File: src/rtl/alu_ctrl_pipe_if.sv
// alu_ctrl_pipe_if: instruction-in / decode-out handshake bundle for alu_ctrl_pipe
interface alu_ctrl_pipe_if #(parameter int CTRL_W = 5);
    logic              in_valid_i;
    logic              in_ready_o;
    logic [4:0]        op_i;
    logic [2:0]        funct3_i;
    logic [6:0]        funct7_i;
    logic              out_valid_o;
    logic              out_ready_i;
    logic [CTRL_W-1:0] aluctrl_o;
    logic              muldiv_o;
    logic              illegal_o;
    modport slave (
        input  in_valid_i, op_i, funct3_i, funct7_i, out_ready_i,
        output in_ready_o, out_valid_o, aluctrl_o, muldiv_o, illegal_o
    );
    modport master (
        output in_valid_i, op_i, funct3_i, funct7_i, out_ready_i,
        input  in_ready_o, out_valid_o, aluctrl_o, muldiv_o, illegal_o
    );
endinterface

File: src/rtl/alu_ctrl_pipe.sv
// alu_ctrl_pipe: one-entry registered ALU-control decoder with valid/ready handshake.
// Define ALU_CTRL_PIPE_MULDIV_EN to decode M-extension ops and stall MULDIV_LAT cycles after each.
module alu_ctrl_pipe #(
    parameter int CTRL_W     = 5,
    parameter int MULDIV_LAT = 4
) (
    input logic           clk_i,
    input logic           rst_i,
    alu_ctrl_pipe_if.slave bus
);
`ifdef ALU_CTRL_PIPE_MULDIV_EN
    localparam bit MULDIV_EN = 1'b1;
`else
    localparam bit MULDIV_EN = 1'b0;
`endif
    localparam int CNT_W = $clog2(MULDIV_LAT + 1);

    typedef enum logic [1:0] {EMPTY, FULL, BUSY} state_t;

    state_t           state;
    logic [CNT_W-1:0] cnt;
    logic [4:0]       ctrl_q, dec_ctrl;
    logic             md_q, ill_q, dec_md, dec_ill;
    logic             push, pop;

    always_comb begin
        dec_ctrl = 5'b00000;
        dec_md   = 1'b0;
        dec_ill  = 1'b0;
        case (bus.op_i)
            5'b00100, 5'b01100:
                if (bus.op_i[3] && bus.funct7_i == 7'b0000001) begin
                    dec_md   = MULDIV_EN;
                    dec_ill  = !MULDIV_EN;
                    dec_ctrl = !MULDIV_EN ? 5'b00000 :
                               bus.funct3_i == 3'b111 ? 5'b11100 : 5'd11 + 5'(bus.funct3_i);
                end else begin
                    case (bus.funct3_i)
                        3'b000:  dec_ctrl = (bus.op_i[3] && bus.funct7_i[5]) ? 5'b00000 : 5'b00001;
                        3'b001:  dec_ctrl = 5'b00010;
                        3'b010:  dec_ctrl = 5'b00011;
                        3'b011:  dec_ctrl = 5'b00100;
                        3'b100:  dec_ctrl = 5'b00101;
                        3'b101:  dec_ctrl = bus.funct7_i[5] ? 5'b00110 : 5'b00111;
                        3'b110:  dec_ctrl = 5'b01000;
                        default: dec_ctrl = 5'b01001;
                    endcase
                end
            5'b00000, 5'b01000: dec_ctrl = 5'b01010;
            5'b11000:
                case (bus.funct3_i)
                    3'b000:  dec_ctrl = 5'b10010;
                    3'b001:  dec_ctrl = 5'b10011;
                    3'b100:  dec_ctrl = 5'b10100;
                    3'b101:  dec_ctrl = 5'b10101;
                    3'b110:  dec_ctrl = 5'b10110;
                    3'b111:  dec_ctrl = 5'b10111;
                    default: dec_ill  = 1'b1;
                endcase
            5'b11011: dec_ctrl = 5'b11000;
            5'b11001: begin
                dec_ctrl = bus.funct3_i == 3'b000 ? 5'b11001 : 5'b00000;
                dec_ill  = bus.funct3_i != 3'b000;
            end
            5'b01101: dec_ctrl = 5'b11010;
            5'b00101: dec_ctrl = 5'b11011;
            default:  dec_ill  = 1'b1;
        endcase
    end

    // A held mul/div result blocks new input so it can never be overwritten before BUSY.
    assign bus.in_ready_o  = !rst_i && (state == EMPTY || (state == FULL && bus.out_ready_i && !md_q));
    assign push            = bus.in_valid_i && bus.in_ready_o;
    assign pop             = state == FULL && bus.out_ready_i;
    assign bus.out_valid_o = state == FULL;
    assign bus.aluctrl_o   = CTRL_W'(ctrl_q);
    assign bus.muldiv_o    = md_q;
    assign bus.illegal_o   = ill_q;

    always_ff @(posedge clk_i) begin
        if (rst_i) begin
            state  <= EMPTY;
            cnt    <= '0;
            ctrl_q <= '0;
            md_q   <= 1'b0;
            ill_q  <= 1'b0;
        end else begin
            if (push) begin
                ctrl_q <= dec_ctrl;
                md_q   <= dec_md;
                ill_q  <= dec_ill;
            end
            case (state)
                EMPTY: if (push) state <= FULL;
                FULL: begin
                    if (pop && md_q) begin
                        state <= BUSY;
                        cnt   <= CNT_W'(MULDIV_LAT - 1);
                    end else if (pop && !push) begin
                        state <= EMPTY;
                    end
                end
                BUSY: begin
                    if (cnt == '0) state <= EMPTY;
                    else cnt <= cnt - 1'b1;
                end
                default: state <= EMPTY;
            endcase
        end
    end
endmodule

File: src/flat_wrapper.sv
// flat-port wrapper written by rule: the top's interface ports become plain ports
module alu_ctrl_pipe_flat 
#(
    parameter int CTRL_W     = 5,
    parameter int MULDIV_LAT = 4
)
  (clk_i, rst_i, bus_in_valid_i, bus_op_i, bus_funct3_i, bus_funct7_i, bus_out_ready_i, bus_in_ready_o, bus_out_valid_o, bus_aluctrl_o, bus_muldiv_o, bus_illegal_o);
  alu_ctrl_pipe_if #(.CTRL_W(CTRL_W)) bus_i ();
  input logic clk_i;
  input logic rst_i;
  input wire logic [$bits(bus_i.in_valid_i)-1:0] bus_in_valid_i;
  input wire logic [$bits(bus_i.op_i)-1:0] bus_op_i;
  input wire logic [$bits(bus_i.funct3_i)-1:0] bus_funct3_i;
  input wire logic [$bits(bus_i.funct7_i)-1:0] bus_funct7_i;
  input wire logic [$bits(bus_i.out_ready_i)-1:0] bus_out_ready_i;
  output wire logic [$bits(bus_i.in_ready_o)-1:0] bus_in_ready_o;
  output wire logic [$bits(bus_i.out_valid_o)-1:0] bus_out_valid_o;
  output wire logic [$bits(bus_i.aluctrl_o)-1:0] bus_aluctrl_o;
  output wire logic [$bits(bus_i.muldiv_o)-1:0] bus_muldiv_o;
  output wire logic [$bits(bus_i.illegal_o)-1:0] bus_illegal_o;
  assign bus_i.in_valid_i = bus_in_valid_i;
  assign bus_i.op_i = bus_op_i;
  assign bus_i.funct3_i = bus_funct3_i;
  assign bus_i.funct7_i = bus_funct7_i;
  assign bus_i.out_ready_i = bus_out_ready_i;
  assign bus_in_ready_o = bus_i.in_ready_o;
  assign bus_out_valid_o = bus_i.out_valid_o;
  assign bus_aluctrl_o = bus_i.aluctrl_o;
  assign bus_muldiv_o = bus_i.muldiv_o;
  assign bus_illegal_o = bus_i.illegal_o;
  alu_ctrl_pipe #(.CTRL_W(CTRL_W), .MULDIV_LAT(MULDIV_LAT)) u_core (.clk_i(clk_i), .rst_i(rst_i), .bus(bus_i));
endmodule
File: config.mk
export PLATFORM = sky130hd
export DESIGN_NAME = alu_ctrl_pipe_flat
export DESIGN_NICKNAME = d
export VERILOG_FILES = /design/src/rtl/alu_ctrl_pipe_if.sv /design/src/rtl/alu_ctrl_pipe.sv /design/src/flat_wrapper.sv
export SDC_FILE = /design/constraint.sdc
export NUM_CORES = 1
export LEC_CHECK = 0
export ABC_AREA = 1
export CELL_PAD_IN_SITES_DETAIL_PLACEMENT = 1
export CELL_PAD_IN_SITES_GLOBAL_PLACEMENT = 1
export CORE_UTILIZATION = 26
export DETAILED_ROUTE_END_ITERATION = 16
export GPL_TIMING_DRIVEN = 0
export PLACE_DENSITY_LB_ADDON = 0.1
export REMOVE_ABC_BUFFERS = 1
export SLEW_MARGIN = 20
export SYNTH_ARGS = -nofsm -noshare
export SYNTH_HDL_FRONTEND = slang
export SYNTH_SLANG_ARGS = --single-unit
File: constraint.sdc
create_clock -name clk_i -period 1.1 [get_ports clk_i]
set_input_delay 0.22 -clock clk_i [delete_from_list [all_inputs] [get_ports clk_i]]
set_output_delay 0.22 -clock clk_i [all_outputs]
set_load 0.1 [all_outputs]
==> results_dict.tcl <==
set metrics [dict create \
    status "complete, but fails checks" \
    violations "negative setup slack" \
    min_to "u_core.bus.aluctrl_o[3]" \
    p_comb_frac 0.412 \
    postRouteAntennaNets 0 \
    placed_cell_area_um2 939.7 \
    clockBufferDepth 2 \
    ios 28 \
    drt-vias-per-instance 4.491 \
    regArea_um2 141.4 \
    cap_violations 0 \
    die_x_um 52.07 \
    antenna_found_initial 0 \
    internal-power_w 0.0005205 \
    ys.flop_type "dfxtp_1" \
    cts_tree "built" \
    min_from "u_core.bus.aluctrl_o[3]" \
    grt-ovfl-total 0 \
    synthesis.area_um2 651.9 \
    grt_max_degree 8 \
    core_um2 2297 \
    setup_slack_ps -84.59 \
    ys_seq_elements 7 \
    synth_edf_count 0 \
    setup_viol 2 \
    nFillCells 334 \
    dieArea_um2 2711 \
    synth-seq-area-share 0.2150 \
    cts_buffers 3 \
    drc 0 \
    rsz0062_at_grt "true" \
    h-tree-depth 1 \
    crit_arrival_ps 960 \
    wirelength_um 1925 \
    rr_endpoint "u_core.bus.illegal_o" \
    grt_pass1_wl_um 3070 \
    cts-root-buf "clkbuf_4" \
    cts.sinks 7 \
    num_rows 17 \
    holdPathStages 2 \
    antenna_cells 0 \
    synthCells 115 \
    path_max_fanout 2 \
    cp-start-kind "flip-flop" \
    synth-async-reset-ratio 0 \
    crit_type "flip-flop to output port" \
    numPortBuffers 26 \
    vdd_drop_max_mv 0.6568 \
    r2r_start "u_core.state[0]" \
    r2r_cells 8 \
    finalWeightedCongestion 0.7490 \
    cp_data_required_time_ps 880 \
    yosysWarnings 0 \
    synth_cell_type_count 21 \
    crit_path_end_kind "output port" \
    dp_hpwl_um 1541 \
    switching_share 0.3924 \
    fin_nets 167 \
    finalCriticalPeriod_ps 1185 \
    grt_pass1_vias 732 \
    p_leak_nw 0.5285 \
    dieHeight_um 52.07 \
    clock_latency_ps 250 \
    drive_above_1_share 0.3265 \
    p_switching_w 0.0003361 \
    drt_pass1_iterations 4 \
    wl_per_cell_um 11.00 \
    floorplan.initialDensity 0.2838 \
    tns_ps -133.7 \
    vias 786 \
    multi_input_area_um2 466.7 \
    rrSetupSlack_ps -50 \
    hold_class "flip-flop to flip-flop" \
    area_delta_synth_final_pct 58.16 \
    drv_slew 0 \
    synth_area_per_cell_um2 5.668 \
    power.share.clock 0.270 \
    drtIter0Drc 2 \
    finClkSkew_ps 0.6004 \
    grt_usage 0.1508 \
    power.density_nw_per_um2 830.9 \
    hold_violations 0 \
    design_area_um2 1031 \
    min_period_over_period 1.077 \
    clkTransAtPathRegs_ps 50 \
    timing.fmax_ghz 0.8442 \
    post-place-ws_ps -1279 \
    power_frac_seq 0.318 \
]
cell usage after synthesis, types with 2 or more instances:
cell type | number | area (um2)
a21oi_2 | 2 | 17.52
nor2_1 | 10 | 37.54
nand2_2 | 3 | 18.77
nand3_2 | 3 | 30.03
a21oi_1 | 3 | 15.01
nand2_1 | 35 | 131.4
dfxtp_1 | 7 | 140.1
inv_1 | 15 | 56.30
o21ai_0 | 2 | 10.01
nor2_2 | 8 | 50.05
o21ai_1 | 2 | 10.01
nand3_1 | 10 | 50.05
o21ai_2 | 2 | 17.52
inv_2 | 6 | 22.52
sequential cells by signal, summed over array words and instances (netlist names):
register / count
u_core.bus.illegal_o: 1
u_core.state: 1
u_core.bus.aluctrl_o: 5
cells in the final DEF (no fill, tap or decap), types with 6 or more instances in the layout:
cell type	synthesis	routed
buf_6	0	6
dfxtp_1	7	6
dlygate4sd2_1	0	11
inv_1	15	13
inv_2	6	8
nand2_1	35	34
nand3_1	10	9
nor2_1	10	8
nor2_2	8	6
through the flow:
| stage | total power, W | instances | util | hold WS, ps |
|---|---|---|---|---|
| 2_1_floorplan | 0.0004818 | 114 | - | 282.4 |
| 3_3_place_gp | 0.0006038 | 168 | 0.4090 | 459.9 |
| 3_5_place_dp | 0.0006105 | 168 | 0.4090 | 466.1 |
| 4_1_cts | 0.0008515 | 173 | 0.4346 | 466.8 |
| 5_1_grt | 0.0009111 | 175 | 0.4488 | 502.1 |
| 6_report | 0.0008566 | 175 | 0.4488 | 483.9 |
cells by family (layout without fill, tap and decap cells):
logic type | Yosys count | count (layout) | share of synthesized area
AND/OR/NAND/NOR | 71 | 71 | 0.5087
buffers and inverters | 23 | 55 | 0.1401
AO/OA/AOI/OAI | 13 | 13 | 0.1305
flip-flops | 7 | 7 | 0.2150
other | 1 | 1 | 0.005753
per-layer routing:
metal,GRT usage,part of all wire
met1,0.1802,0.45
met2,0.2650,0.52
met3,0.04386,0.036
met4,0.02703,0
met5,0,0
cell type report:
type | count | area share
inverters | 22 | 0.08495
repair buffers | 29 | 0.2658
well taps | 28 | 0.03398
clock buffers | 4 | 0.02549
multi-input cells | 85 | 0.4527
flip-flops and latches | 7 | 0.1371
power groups by stage:
stage,logic [W],registers [W],clock network [W]
final,0.000353,0.000272,0.000232
after floorplan,0.000131,0.000351,0
after CTS,0.000342,0.000270,0.000239
after detailed placement,0.000336,0.000275,0
after global routing,0.000378,0.000273,0.000260
after global placement,0.000329,0.000274,0
worst max-delay path by stage:
stage / start / endpoint / cells after the start
after floorplan: u_core.state[0] / u_core.bus.illegal_o / 7
after global placement: rst_i / bus_in_ready_o / 3
after detailed placement: rst_i / bus_in_ready_o / 3
after CTS: u_core.state[0] / bus_in_ready_o / 4
after global routing: u_core.state[0] / bus_in_ready_o / 4
final: u_core.state[0] / bus_in_ready_o / 4
what timing repair did:
| item | in CTS | in global routing |
|---|---|---|
| setup endpoints to repair | 14 | 12 |
| resized for setup | 82 | 14 |
| buffers inserted | 1 | 2 |
| hold buffers | 0 | 0 |
| pin swaps | 3 | 4 |
critical path, stage by stage, from the launching register on:
cell     delay, ps
dfxtp_2        320
nand2_2         60
inv_2           40
nor2_4         110
buf_12         180
Power figures use the tool's default switching activity.
